<file path="src/rtl/seven_seg_capture.sv">
// Passive monitor for a multiplexed 4-digit common-anode 7-segment bus.
// Rebuilds the displayed decimal digits and reports them as one binary value per scan frame.
module seven_seg_capture #(
    parameter int STABLE_CYCLES = 4
) (
    input  logic        clk,
    input  logic        rst,
    input  logic [6:0]  seg,
    input  logic [3:0]  an,
    output logic [13:0] value,
    output logic        valid,
    output logic        err,
    output logic        ovf,
    output logic        multi_err
);

    typedef enum logic {COLLECT, CONVERT} state_t;

    logic [6:0]  seg_meta_reg, seg_sync_reg;
    logic [3:0]  an_meta_reg, an_sync_reg;
    logic [1:0]  primed_reg;
    logic [10:0] last_reg;
    logic [7:0]  cnt_reg;

    state_t      state_reg;
    logic [3:0]  digit_reg [4];
    logic [3:0]  snap_reg [4];
    logic [3:0]  seen_reg, bad_reg, bad_snap_reg;
    logic [13:0] acc_reg;
    logic [1:0]  step_reg;

    logic [10:0] cur;
    logic        sample_evt;
    logic [6:0]  samp_seg;
    logic [3:0]  samp_an, an_low, hit;
    logic        one_low, many_low;
    logic [3:0]  dec_digit;
    logic        dec_bad;
    logic        go;
    logic [13:0] acc_next;

    assign cur = {an_sync_reg, seg_sync_reg};

    // The counter stays cleared until the sync pipeline holds real pin data,
    // so the all-zero reset image is never taken as a sample.
    always_ff @(posedge clk or posedge rst) begin
        if (rst) begin
            seg_meta_reg <= '0;
            seg_sync_reg <= '0;
            an_meta_reg  <= '0;
            an_sync_reg  <= '0;
            primed_reg   <= '0;
            last_reg     <= '0;
            cnt_reg      <= '0;
        end else begin
            seg_meta_reg <= seg;
            seg_sync_reg <= seg_meta_reg;
            an_meta_reg  <= an;
            an_sync_reg  <= an_meta_reg;
            primed_reg   <= {primed_reg[0], 1'b1};
            last_reg     <= cur;
            if (!primed_reg[1] || cur != last_reg)
                cnt_reg <= '0;
            else if (cnt_reg < 8'(STABLE_CYCLES))
                cnt_reg <= cnt_reg + 8'd1;
        end
    end

    assign sample_evt = (cnt_reg == 8'(STABLE_CYCLES - 1));
    assign samp_an    = last_reg[10:7];
    assign samp_seg   = last_reg[6:0];
    assign an_low     = ~samp_an;
    assign one_low    = (an_low != 4'd0) && ((an_low & (an_low - 4'd1)) == 4'd0);
    assign many_low   = (an_low & (an_low - 4'd1)) != 4'd0;

    generate
        for (genvar gi = 0; gi < 4; gi++) begin : g_hit
            assign hit[gi] = sample_evt && one_low && an_low[gi];
        end
    endgenerate

    always_comb begin
        dec_digit = 4'd0;
        dec_bad   = 1'b0;
        case (samp_seg)
            7'h40: dec_digit = 4'd0;
            7'h79: dec_digit = 4'd1;
            7'h24: dec_digit = 4'd2;
            7'h30: dec_digit = 4'd3;
            7'h19: dec_digit = 4'd4;
            7'h12: dec_digit = 4'd5;
            7'h02: dec_digit = 4'd6;
            7'h78: dec_digit = 4'd7;
            7'h00: dec_digit = 4'd8;
            7'h10: dec_digit = 4'd9;
            default: dec_bad = 1'b1;
        endcase
    end

    assign go       = (state_reg == COLLECT) && (seen_reg == 4'hF);
    assign acc_next = acc_reg * 14'd10 + {10'd0, snap_reg[2'd3 - step_reg]};

    // Capture keeps running during CONVERT; only the snapshot feeds the result.
    always_ff @(posedge clk or posedge rst) begin
        if (rst) begin
            state_reg    <= COLLECT;
            seen_reg     <= '0;
            bad_reg      <= '0;
            bad_snap_reg <= '0;
            acc_reg      <= '0;
            step_reg     <= '0;
            value        <= '0;
            valid        <= 1'b0;
            err          <= 1'b0;
            ovf          <= 1'b0;
            multi_err    <= 1'b0;
            for (int i = 0; i < 4; i++) begin
                digit_reg[i] <= '0;
                snap_reg[i]  <= '0;
            end
        end else begin
            valid <= 1'b0;
            if (sample_evt && many_low)
                multi_err <= 1'b1;
            for (int i = 0; i < 4; i++) begin
                if (hit[i]) begin
                    digit_reg[i] <= dec_digit;
                    bad_reg[i]   <= dec_bad;
                end
            end
            seen_reg <= (go ? 4'd0 : seen_reg) | hit;

            case (state_reg)
                COLLECT: begin
                    if (go) begin
                        state_reg    <= CONVERT;
                        bad_snap_reg <= bad_reg;
                        acc_reg      <= '0;
                        step_reg     <= '0;
                        for (int i = 0; i < 4; i++)
                            snap_reg[i] <= digit_reg[i];
                    end
                end
                CONVERT: begin
                    acc_reg  <= acc_next;
                    step_reg <= step_reg + 2'd1;
                    if (step_reg == 2'd3) begin
                        value     <= acc_next;
                        err       <= |bad_snap_reg;
                        ovf       <= (acc_next > 14'd4095);
                        valid     <= 1'b1;
                        state_reg <= COLLECT;
                    end
                end
                default: state_reg <= COLLECT;
            endcase
        end
    end

endmodule

</file>
<file path="config.mk">
export PLATFORM = sky130hd
export DESIGN_NAME = seven_seg_capture
export DESIGN_NICKNAME = d
export VERILOG_FILES = /design/src/rtl/seven_seg_capture.sv
export SDC_FILE = /design/constraint.sdc
export NUM_CORES = 1
export LEC_CHECK = 0
export ABC_CLOCK_PERIOD_IN_PS = 4300
export CAP_MARGIN = 20
export CORE_AREA = 2 2 134 162
export DETAILED_ROUTE_END_ITERATION = 10
export DIE_AREA = 0 0 136 164
export GPL_TIMING_DRIVEN = 1
export HOLD_SLACK_MARGIN = 0.05
export PLACE_DENSITY = 0.4
export SLEW_MARGIN = 20
export SYNTH_ARGS = -nofsm -noshare
export SYNTH_HDL_FRONTEND = slang
export SYNTH_SLANG_ARGS = --single-unit
</file>
<file path="constraint.sdc">
create_clock -name clk -period 4.3 [get_ports clk]
set_input_delay 0.43 -clock clk [delete_from_list [all_inputs] [get_ports clk]]
set_output_delay 0.43 -clock clk [all_outputs]
set_load 0.01 [all_outputs]
</file>
==> impl_metrics.toml <==
[clocking]
postCtsHoldBufs = 0
root_buffer = "clkbuf_16"
htree_levels = 4
post_cts_buffers = 0
clk_latency_ns = 0.40
cts_tree = "yes"
cts.clk_slew.worst_paths_ns = 0.05
clockBufferDepth = 2
cts.sinks = 121
cts_resized = 0
cts_buffers = 17

[logic_synthesis]
synth_xor_area_share_pct = 5.75
synth_compound_area_share_pct = 7.79
synth.net_count = 510
synthSimpleGateAreaFrac_pct = 13.8
synth_top_family_by_area = "simple AND/OR/NAND/NOR gates"
synthMuxAreaShare_pct = 7.11
synth-seq-cells = 121
syn_area_sq_mm = 0.00534
netlist_instances = 471
synth-adder-area-share_pct = 6.57
syn_avg_cell_area_sq_um = 11.3
synth_seq_area_share_pct = 56.8
ys.warnings.count = 0
synth_top_cell_by_area = "dfrtp_1"
synthTopCellsByArea = "dfrtp_1 57%, nand2_1 6.5%, ha_1 5.6%"
synth_cell_types = 47
synthDominantCellAreaShare_pct = 56.8

[sta]
period_share_pct = 83.8
rsz0062_at_grt = "false"
drv_slew = 0
period_needed_ns = 3.60
tightestPinTransition_ns = 0.877
fin_setup_tns_ns = 0
clock.fmax_mhz = 278
whs_ns = 0.346
clock_skew_ns = 0.00819
setup_viol = 0
setup_ws_ns = 0.696
slew_headroom_pct = 41.5
hold_viol_final = 0

[finish]
fin_cells = 782
area.growth.synth_to_final_pct = 22.7
final_common_cell = "dfrtp_1"
drive_above_1_share_pct = 12.9
nNetsFinal = 539
layout_common_cells = "121 x dfrtp_1, 92 x nand2_1, 30 x clkdlybuf4s50_1"
n_fill_cell = 2151
n_antenna_cell = 0

[floorplanning]
core_area_sq_mm = 0.0208
die_w_microns = 136
io_pins = 31
dieArea_sq_mm = 0.0223
num_rows = 58
start_util_pct = 25.7
die_y_microns = 164

[placement]
dp_slack_ns = 0.681
dp_cells = 751
portBuffers = 30
place.gp.congestion = 0.767
dp_hpwl_microns = 7450

[min_path]
min_from = "seg_meta_reg[4]"
hold_class = "reg2reg"
holdPathEnd = "seg_sync_reg[4]"
hold_path_depth = 0

[grt]
grt_pass1_vias = 3533
grt_max_degree = 74
antenna_found_initial = 0
grt.total_usage_pct = 10.7
gr-total-overflow = 0
grt_pass1_wl_microns = 18200

[power_and_ir_drop]
ir_drop_v = 0.000253
seqPwrFrac_pct = 43.2
power.share.combinational_pct = 2.2
total_power_mw = 2.71
intPower_mw = 2.18
switching_power_mw = 0.531
cellPowerDensity_mw_per_mm2 = 414
p_sw_share_pct = 19.6
p_clk_share_pct = 54.6
leakage_nw = 3.12

[run]
maxCapViolations = 0

[setup_path]
critPathMaxFanout = 4
start_kind = "flip-flop"
setup.worst_path.class = "reg2reg"
rr_startpoint = "acc_reg[1]"
r2r_cells = 10
r2r_slack_ns = 0.70
end_kind = "flip-flop"
r2r-end = "value[13]"
cp.arrival_ns = 3.84
cp.required_ns = 4.54

[detailed_routing]
post-route-drc-count = 0
dr.pass1.iters = 4
routed_via_density = 4.31
postRouteAntennaNets = 0
vias = 3368
wl_per_cell_microns = 13.4
drt_iter0_drc = 150
drt_wl_total_microns = 10500

[run_status]
status = "completed"
==> cells in the mapped netlist, drive strengths merged <==
cell type	number
dfrtp	121
nand2	92
o21ai	26
xnor2	26
ha	24
mux2	23
nor2	21
clkbuf	20
a21oi	14
nor3	10
xor2	9
and2	8
inv	8
a21o	7
nand2b	5
nand3	5
nor2b	5
a22o	4
mux4	4
nand4	4
mux2i	3
a211oi	2
a31oi	2
a41o	2
buf	2
fa	2
nor4	2
o21a	2
o31ai	2
or3	2
or4	2
or4b	2
a21bo	1
a21boi	1
a31o	1
and3	1
conb	1
maj3	1
nand3b	1
nor4b	1
o211a	1
o22a	1
==> cells by family after synthesis <==
group / Yosys count
muxes: 30
xor gates and xnor gates: 35
adders and majority gates: 27
other: 1
and+or+nand+nor: 161
DFF: 121
buffers and inverters: 30
AOI/OAI and AO/OA: 66
==> worst max-delay path, cell delays in order (launching register included) <==
cell      delay, ns
dfrtp_1        0.43
ha_1           0.31
ha_1           0.23
inv_1          0.07
fa_1           0.43
nand2b_1       0.20
or4b_4         0.56
nor4b_2        0.38
or4b_1         0.49
xnor2_1        0.22
o21ai_0        0.12
==> routing by layer <==
metal  global-route usage, %  vias to the layer above  part of all wire, %  wire length, microns
li1                        -                     1661                    -                     -
met2                    19.0                       68                   53                  5520
met1                    12.2                     1633                   43                  4490
met3                    3.27                        6                  3.6                   375
met5                       0                        -                    0                     0
met4                    3.27                        0                 0.88                    92
==> power groups by stage <==
stage	combinational, mW	sequential, mW	clock [mW]
after global placement	0.0609	1.19	0
final	0.0593	1.17	1.48
after floorplan	0.0446	1.18	0
after global routing	0.0690	1.17	1.59
after detailed placement	0.0622	1.19	0
after CTS	0.0622	1.17	1.53
==> worst max-delay path by stage <==
stage	startpoint	to	cells after the start
after global routing	acc_reg[1]	value[13]	10
after detailed placement	acc_reg[1]	value[13]	10
after global placement	acc_reg[1]	value[13]	10
final	acc_reg[1]	value[13]	10
after floorplan	rst	acc_reg[0]	1
after CTS	acc_reg[1]	value[13]	10
==> through the flow <==
stage / area [sq um] / util (%)
global placement: 5920 / 28.5
detailed placement: 5920 / 28.5
floorplan: 5340 / -
global route: 6550 / 31.5
CTS: 6550 / 31.5
finish: 6550 / 31.5
==> final cells by class <==
cell class / instances / area, sq um / area share [%]
tap: 270 / 338 / 5.16
inverter: 8 / 32.5 / 0.497
timing repair buffer: 32 / 328 / 5.01
multi-input combinational: 320 / 2190 / 33.5
clock inverter: 6 / 110 / 1.68
sequential: 121 / 3030 / 46.3
clock buffer: 25 / 515 / 7.88
No activity file was read; power rests on OpenSTA's default activity.
